<file path="src/rtl/mem_arb_pkg.sv">
// Shared types and default widths for the memory port arbiter.
//   arb_state_e : owner of the outstanding read (2-bit encoding)
//   *_DEF       : default parameter values used by the interface and top
package mem_arb_pkg;

  localparam int unsigned ADDR_W_DEF        = 32;
  localparam int unsigned DATA_W_DEF        = 32;
  localparam int unsigned LS_STREAK_MAX_DEF = 4;
  localparam int unsigned CNT_W_DEF         = 16;

  typedef enum logic [1:0] {
    IDLE  = 2'd0,
    RD_IF = 2'd1,
    RD_LS = 2'd2
  } arb_state_e;

endpackage

</file>
<file path="src/rtl/mem_port_arbiter_if.sv">
// Bundle of the fetch port, load/store port and memory port of the arbiter.
//   slave  : arbiter side (consumes requests and mem_rdata, drives grants/responses/mem strobes)
//   master : environment side (fetch unit, LSU and memory model)
interface mem_port_arbiter_if
  import mem_arb_pkg::*;
#(
  parameter int unsigned ADDR_W = ADDR_W_DEF,
  parameter int unsigned DATA_W = DATA_W_DEF
);

  logic              if_req;
  logic [ADDR_W-1:0] if_addr;
  logic              if_gnt;
  logic              if_rvalid;
  logic [DATA_W-1:0] if_rdata;

  logic              ls_req;
  logic              ls_we;
  logic [ADDR_W-1:0] ls_addr;
  logic [DATA_W-1:0] ls_wdata;
  logic              ls_gnt;
  logic              ls_rvalid;
  logic [DATA_W-1:0] ls_rdata;

  logic              mem_en;
  logic              mem_we;
  logic [ADDR_W-1:0] mem_addr;
  logic [DATA_W-1:0] mem_wdata;
  logic [DATA_W-1:0] mem_rdata;

  modport slave (
    input  if_req, if_addr, ls_req, ls_we, ls_addr, ls_wdata, mem_rdata,
    output if_gnt, if_rvalid, if_rdata, ls_gnt, ls_rvalid, ls_rdata,
    output mem_en, mem_we, mem_addr, mem_wdata
  );

  modport master (
    output if_req, if_addr, ls_req, ls_we, ls_addr, ls_wdata, mem_rdata,
    input  if_gnt, if_rvalid, if_rdata, ls_gnt, ls_rvalid, ls_rdata,
    input  mem_en, mem_we, mem_addr, mem_wdata
  );

endinterface

</file>
<file path="src/rtl/mem_arb_sat_cnt.sv">
// Saturating up-counter with synchronous clear (clear wins over increment).
//   clk, rst_n : clock, async active-low reset
//   clr        : synchronous clear to 0
//   inc        : increment by one unless already at MAX
//   count      : current value
module mem_arb_sat_cnt #(
  parameter int unsigned W   = 4,
  parameter int unsigned MAX = (1 << W) - 1
) (
  input  logic         clk,
  input  logic         rst_n,
  input  logic         clr,
  input  logic         inc,
  output logic [W-1:0] count
);

  always_ff @(posedge clk or negedge rst_n) begin
    if (!rst_n) begin
      count <= '0;
    end else if (clr) begin
      count <= '0;
    end else if (inc && (count != W'(MAX))) begin
      count <= count + W'(1);
    end
  end

endmodule

</file>
<file path="src/rtl/mem_port_arbiter.sv">
// Shares one single-port synchronous memory (1-cycle read latency) between
// the instruction-fetch port and the load/store port. LS has priority; after
// LS_STREAK_MAX consecutive LS grants with fetch waiting, fetch is forced.
// Ports:
//   clk, rst_n     : clock, async active-low reset
//   bus (slave)    : if_* fetch port, ls_* load/store port, mem_* memory port
//   perf_if_stall  : fetch wait cycles (saturating), 0 unless MEM_ARB_PERF_EN
//   perf_ls_stall  : LS wait cycles (saturating), 0 unless MEM_ARB_PERF_EN
// Optional feature macro: MEM_ARB_PERF_EN (stall performance counters).
module mem_port_arbiter
  import mem_arb_pkg::*;
#(
  parameter int unsigned ADDR_W        = ADDR_W_DEF,
  parameter int unsigned DATA_W        = DATA_W_DEF,
  parameter int unsigned LS_STREAK_MAX = LS_STREAK_MAX_DEF,
  parameter int unsigned CNT_W         = CNT_W_DEF
) (
  input  logic             clk,
  input  logic             rst_n,
  mem_port_arbiter_if.slave bus,
  output logic [CNT_W-1:0] perf_if_stall,
  output logic [CNT_W-1:0] perf_ls_stall
);

  localparam int unsigned STREAK_W = $clog2(LS_STREAK_MAX + 1);

  arb_state_e          state;
  arb_state_e          state_nxt;
  logic                if_gnt;
  logic                ls_gnt;
  logic                mem_we;
  logic [ADDR_W-1:0]   mem_addr;
  logic [DATA_W-1:0]   mem_wdata;
  logic [STREAK_W-1:0] streak;
  logic                streak_full;
  logic [DATA_W-1:0]   if_rdata_q;
  logic [DATA_W-1:0]   ls_rdata_q;

  assign streak_full = (streak == STREAK_W'(LS_STREAK_MAX));

  // State register: remembers which port owns the read in flight.
  always_ff @(posedge clk or negedge rst_n) begin
    if (!rst_n) state <= IDLE;
    else        state <= state_nxt;
  end

  // Arbitration, memory strobes and next owner. Grants are masked during
  // reset so nothing reaches the memory while rst_n is low.
  always_comb begin
    state_nxt = IDLE;
    if_gnt    = 1'b0;
    ls_gnt    = 1'b0;
    mem_we    = 1'b0;
    mem_addr  = '0;
    mem_wdata = '0;
    if (rst_n) begin
      if (bus.ls_req && !(bus.if_req && streak_full)) ls_gnt = 1'b1;
      else if (bus.if_req)                           if_gnt = 1'b1;
    end
    if (if_gnt) begin
      state_nxt = RD_IF;
      mem_addr  = bus.if_addr;
    end else if (ls_gnt) begin
      state_nxt = bus.ls_we ? IDLE : RD_LS;
      mem_addr  = bus.ls_addr;
      mem_we    = bus.ls_we;
      mem_wdata = bus.ls_we ? bus.ls_wdata : '0;
    end
  end

  assign bus.if_gnt    = if_gnt;
  assign bus.ls_gnt    = ls_gnt;
  assign bus.mem_en    = if_gnt | ls_gnt;
  assign bus.mem_we    = mem_we;
  assign bus.mem_addr  = mem_addr;
  assign bus.mem_wdata = mem_wdata;

  // Responses: pass mem_rdata through while valid, otherwise show the last value.
  assign bus.if_rvalid = (state == RD_IF);
  assign bus.ls_rvalid = (state == RD_LS);
  assign bus.if_rdata  = (state == RD_IF) ? bus.mem_rdata : if_rdata_q;
  assign bus.ls_rdata  = (state == RD_LS) ? bus.mem_rdata : ls_rdata_q;

  always_ff @(posedge clk or negedge rst_n) begin
    if (!rst_n) begin
      if_rdata_q <= '0;
      ls_rdata_q <= '0;
    end else begin
      if (state == RD_IF) if_rdata_q <= bus.mem_rdata;
      if (state == RD_LS) ls_rdata_q <= bus.mem_rdata;
    end
  end

  // LS-while-fetch-waits streak; a fetch grant or an idle fetch port restarts it.
  mem_arb_sat_cnt #(.W(STREAK_W), .MAX(LS_STREAK_MAX)) u_streak (
    .clk   (clk),
    .rst_n (rst_n),
    .clr   (if_gnt | ~bus.if_req),
    .inc   (ls_gnt & bus.if_req),
    .count (streak)
  );

`ifdef MEM_ARB_PERF_EN
  mem_arb_sat_cnt #(.W(CNT_W)) u_perf_if (
    .clk   (clk),
    .rst_n (rst_n),
    .clr   (1'b0),
    .inc   (bus.if_req & ~if_gnt),
    .count (perf_if_stall)
  );

  mem_arb_sat_cnt #(.W(CNT_W)) u_perf_ls (
    .clk   (clk),
    .rst_n (rst_n),
    .clr   (1'b0),
    .inc   (bus.ls_req & ~ls_gnt),
    .count (perf_ls_stall)
  );
`else
  assign perf_if_stall = '0;
  assign perf_ls_stall = '0;
`endif

endmodule

</file>
<file path="src/flat_wrapper.sv">
// flat-port wrapper written by rule: the top's interface ports become plain ports
module mem_port_arbiter_flat import mem_arb_pkg::*;
#(
  parameter int unsigned ADDR_W        = ADDR_W_DEF,
  parameter int unsigned DATA_W        = DATA_W_DEF,
  parameter int unsigned LS_STREAK_MAX = LS_STREAK_MAX_DEF,
  parameter int unsigned CNT_W         = CNT_W_DEF
)
  (clk, rst_n, perf_if_stall, perf_ls_stall, bus_if_req, bus_if_addr, bus_ls_req, bus_ls_we, bus_ls_addr, bus_ls_wdata, bus_mem_rdata, bus_if_gnt, bus_if_rvalid, bus_if_rdata, bus_ls_gnt, bus_ls_rvalid, bus_ls_rdata, bus_mem_en, bus_mem_we, bus_mem_addr, bus_mem_wdata);
  mem_port_arbiter_if #(.ADDR_W(ADDR_W), .DATA_W(DATA_W)) bus_i ();
  input  logic clk;
  input  logic rst_n;
  output logic [CNT_W-1:0] perf_if_stall;
  output logic [CNT_W-1:0] perf_ls_stall;
  input wire logic [$bits(bus_i.if_req)-1:0] bus_if_req;
  input wire logic [$bits(bus_i.if_addr)-1:0] bus_if_addr;
  input wire logic [$bits(bus_i.ls_req)-1:0] bus_ls_req;
  input wire logic [$bits(bus_i.ls_we)-1:0] bus_ls_we;
  input wire logic [$bits(bus_i.ls_addr)-1:0] bus_ls_addr;
  input wire logic [$bits(bus_i.ls_wdata)-1:0] bus_ls_wdata;
  input wire logic [$bits(bus_i.mem_rdata)-1:0] bus_mem_rdata;
  output wire logic [$bits(bus_i.if_gnt)-1:0] bus_if_gnt;
  output wire logic [$bits(bus_i.if_rvalid)-1:0] bus_if_rvalid;
  output wire logic [$bits(bus_i.if_rdata)-1:0] bus_if_rdata;
  output wire logic [$bits(bus_i.ls_gnt)-1:0] bus_ls_gnt;
  output wire logic [$bits(bus_i.ls_rvalid)-1:0] bus_ls_rvalid;
  output wire logic [$bits(bus_i.ls_rdata)-1:0] bus_ls_rdata;
  output wire logic [$bits(bus_i.mem_en)-1:0] bus_mem_en;
  output wire logic [$bits(bus_i.mem_we)-1:0] bus_mem_we;
  output wire logic [$bits(bus_i.mem_addr)-1:0] bus_mem_addr;
  output wire logic [$bits(bus_i.mem_wdata)-1:0] bus_mem_wdata;
  assign bus_i.if_req = bus_if_req;
  assign bus_i.if_addr = bus_if_addr;
  assign bus_i.ls_req = bus_ls_req;
  assign bus_i.ls_we = bus_ls_we;
  assign bus_i.ls_addr = bus_ls_addr;
  assign bus_i.ls_wdata = bus_ls_wdata;
  assign bus_i.mem_rdata = bus_mem_rdata;
  assign bus_if_gnt = bus_i.if_gnt;
  assign bus_if_rvalid = bus_i.if_rvalid;
  assign bus_if_rdata = bus_i.if_rdata;
  assign bus_ls_gnt = bus_i.ls_gnt;
  assign bus_ls_rvalid = bus_i.ls_rvalid;
  assign bus_ls_rdata = bus_i.ls_rdata;
  assign bus_mem_en = bus_i.mem_en;
  assign bus_mem_we = bus_i.mem_we;
  assign bus_mem_addr = bus_i.mem_addr;
  assign bus_mem_wdata = bus_i.mem_wdata;
  mem_port_arbiter #(.ADDR_W(ADDR_W), .DATA_W(DATA_W), .LS_STREAK_MAX(LS_STREAK_MAX), .CNT_W(CNT_W)) u_core (.clk(clk), .rst_n(rst_n), .bus(bus_i), .perf_if_stall(perf_if_stall), .perf_ls_stall(perf_ls_stall));
endmodule
</file>
<file path="config.mk">
export PLATFORM = sky130hd
export DESIGN_NAME = mem_port_arbiter_flat
export DESIGN_NICKNAME = d
export VERILOG_FILES = /design/src/rtl/mem_arb_pkg.sv /design/src/rtl/mem_port_arbiter_if.sv /design/src/rtl/mem_arb_sat_cnt.sv /design/src/rtl/mem_port_arbiter.sv /design/src/flat_wrapper.sv
export SDC_FILE = /design/constraint.sdc
export NUM_CORES = 1
export LEC_CHECK = 0
export CAP_MARGIN = 10
export CORE_ASPECT_RATIO = 0.6
export CORE_UTILIZATION = 25
export CTS_CLUSTER_SIZE = 25
export DETAILED_ROUTE_END_ITERATION = 6
export GPL_TIMING_DRIVEN = 1
export MAX_ROUTING_LAYER = met4
export PLACE_DENSITY_LB_ADDON = 0.2
export SYNTH_ARGS = -nofsm -noshare
export SYNTH_HDL_FRONTEND = slang
export SYNTH_SLANG_ARGS = --single-unit
</file>
<file path="constraint.sdc">
create_clock -name clk -period 1.8 [get_ports clk]
set_input_delay 0.36 -clock clk [delete_from_list [all_inputs] [get_ports clk]]
set_output_delay 0.36 -clock clk [all_outputs]
set_load 0.02 [all_outputs]
</file>
==> flow_summary.toml <==
[run_status]
status = "complete, but fails checks"
violations = "negative setup slack"

[sta]
relSlewSlack = 0.484
rsz0062_at_grt = "true"
fmax_mhz = 461
setup_violations = 132
worst_slew_pin_slew_ns = 0.774
finalCriticalPeriod_ns = 2.17
setup_ws_ns = -0.370
finalCritPeriodShare = 1.21
hold_violations = 0
slew_violations = 0
fin_skew_ns = 0.00637

[placement]
dpl.cell_count = 710
dp_hpwl_um = 9460
dpl-instance-area_um2 = 6330
place_congestion = 0.734
port_buffers = 266

[drt]
drc_errors = 0
drt_pass1_iterations = 5
viasPerCell = 4.38
drt_iter0_markers = 112
detail_route.wl_per_cell_um = 19.0
ant_nets = 0
wl_um = 14700
vias = 3402

[final_layout]
n_antenna_cell = 0
fin_area_um2 = 7830
finalNetCount = 736
finalNonFillerCells = 776
layout-drive-gt1-share = 0.518
area_growth_pct = 125

[power_and_ir_drop]
clkPwrFrac = 0.298
p_comb_frac = 0.408
pwr_density_cell_nw_per_um2 = 841
internal-power_uw = 4650
vdd_ir_drop_max_mv = 0.517
power_switching_uw = 1940
p_seq_frac = 0.294
swShare = 0.295
power.leakage_uw = 0.00371

[yosys]
synth_common_cells = "dfrtp_1, mux2_2, a22o_1, and3_1, buf_4"
synth-edff-count = 0
synthDominantCellAreaShare = 0.497
yosysMostFrequentCell = "dfrtp_1"
synth_area_leaders = "dfrtp_1, mux2_2, a22o_1"
syn_area_per_cell_um2 = 12.5
ys_warn_count = 0
ys_seq_area_frac = 0.497
synth_async_sr_flop_share = 1.00
ys_ff_latch = 69
syn_area_um2 = 3480
netlist.top_cell.by_area = "dfrtp_1"
syn_inst = 278
synth-main-ff-cell = "dfrtp_1"
synth_cell_type_count = 24

[setup_path]
critPathMaxFanout = 7
slowest_stage = "dfrtp_1"
cp_data_arrival_time_ns = 1.81
slowest_delay_ns = 0.36
cp_top_family = "buffers and inverters"
worstReg2RegStart = "u_core.state[1]"
cp.buffers_inverters = 4
worst_setup_path_start_kind = "flop"
worstSetupStartpoint = "u_core.u_streak.count[0]"
endpoint_kind = "output pin"
worstPathCellList = "inv_2 -> ha_4 -> a31oi_4 -> buf_8 -> clkbuf_16 -> and3_1 -> buf_4"
path_class = "reg -> out"
required_ns = 1.44

[cts]
cts_tree = "built"
numCtsBuffers = 9
clock_path_buffers = 2
insertion_delay_ns = 0.33
clock-sinks = 69
htreeDepth = 3
ctsHoldBuffers = 0
path_clk_slew_ns = 0.06
cts_root_buf = "clkbuf_16"

[grt]
gr-total-overflow = 0
grt_pass1_wl_um = 19800
antenna_found_initial = 0
grt_pass1_vias = 3321
grt_max_degree = 61
track_usage = 0.189

[floorplanning]
pin_count = 299
rows = 32
die_x_um = 154
core_area_um2 = 13200
die-area_um2 = 14400
start_util = 0.263
die_h_um = 93.3

[hold_path]
hold_class = "in -> async"

[run]
drv_cap = 0
==> kinds of logic (layout without fill, tap and decap cells) <==
family,count (synthesis),in the layout,synth area share
multiplexers,64,64,0.207
buffers and inverters,57,354,0.109
other,1,32,0.00108
AO/OA/AOI/OAI,38,38,0.0979
flip-flops,69,69,0.497
adder cells (fa/ha/maj),2,2,0.00720
AND/OR/NAND/NOR,47,47,0.0806
==> worst register-to-register path, cell delays in order, from the launching register on <==
cell and delay [ns]:
dfrtp_1 0.43, nor2b_4 0.15, buf_12 0.13, buf_12 0.11, clkbuf_16 0.15, mux2_4 0.31, buf_4 0.13
==> cells in the final DEF, fill, tap and decap left out, types with 3 or more instances in the layout <==
cell type	count
a21boi_0	3
a22o_1	32
and3_1	11
and3_4	21
buf_12	10
buf_16	7
buf_2	8
buf_4	32
buf_6	133
buf_8	3
clkbuf_16	15
clkbuf_2	3
clkdlybuf4s50_1	129
conb_1	32
dfrtp_1	69
inv_2	3
mux2_2	11
mux2_4	53
nand2_1	3
==> power by group through the flow <==
| stage | Sequential, uW | Combinational, uW | Clock [uW] |
|---|---|---|---|
| 2_1_floorplan | 1920 | 1110 | 0 |
| 3_3_place_gp | 1930 | 2210 | 0 |
| 3_5_place_dp | 1950 | 2230 | 0 |
| 4_1_cts | 1930 | 2160 | 2020 |
| 5_1_grt | 1970 | 2820 | 2100 |
| 6_report | 1940 | 2690 | 1960 |
==> flip-flops by register name, summed over array words and instances (netlist names) <==
name	count
u_core.u_streak.count	3
u_core.ls_rdata_q	32
u_core.if_rdata_q	32
u_core.state	2
==> stage by stage <==
| stage | setup TNS (ns) | hold WS, ns | util | power (uW) | setup slack [ns] |
|---|---|---|---|---|---|
| 4_1_cts | -39.81 | 0.0679 | 0.531 | 6100 | -0.374 |
| 6_report | -35.12 | 0.0805 | 0.592 | 6580 | -0.370 |
| 3_5_place_dp | -63.58 | 0.410 | 0.479 | 4180 | -0.793 |
| 5_1_grt | -43.70 | 0.0849 | 0.592 | 6890 | -0.435 |
| 3_3_place_gp | -62.18 | 0.419 | 0.479 | 4150 | -0.776 |
| 2_1_floorplan | 0 | 0.0644 | - | 3030 | 0.0216 |
==> final timing paths <==
check	cells past startpoint	end	slack (ns)
setup / recovery	7	bus_mem_wdata[12]	-0.37
hold / removal	3	u_core.u_streak.count[2]	0.08
setup reg to reg	6	u_core.if_rdata_q[7]	0.27
hold reg to reg	1	u_core.ls_rdata_q[10]	0.49
max in group asynchronous	2	u_core.ls_rdata_q[2]	1.04
min in group clk	1	u_core.ls_rdata_q[10]	0.49
==> layout make-up <==
type	count	area, um^2
clock buffer	11	253
clock inverter	5	82.6
fill	1051	5390
inverter	4	15.0
multi-input combinational	183	1840
sequential	69	1730
tap	170	213
timing repair buffer	334	3700
==> per-layer routing <==
layer / wire (um) / track usage / share of wire / vias up
met4: 65 / 0.0300 / 0.0044 / 0
met3: 991 / 0.0579 / 0.067 / 9
li1: - / - / - / 1592
met5: 0 / - / 0 / -
met2: 6780 / 0.292 / 0.46 / 129
met1: 6880 / 0.247 / 0.47 / 1672
==> what timing repair did <==
item,4_1_cts,5_1_grt
gates resized for setup,597,291
gates cloned,7,7
pin swaps,17,19
setup buffers,8,29
endpoints found under the setup margin,134,134
Note: power is estimated with default switching activity, not from simulation.
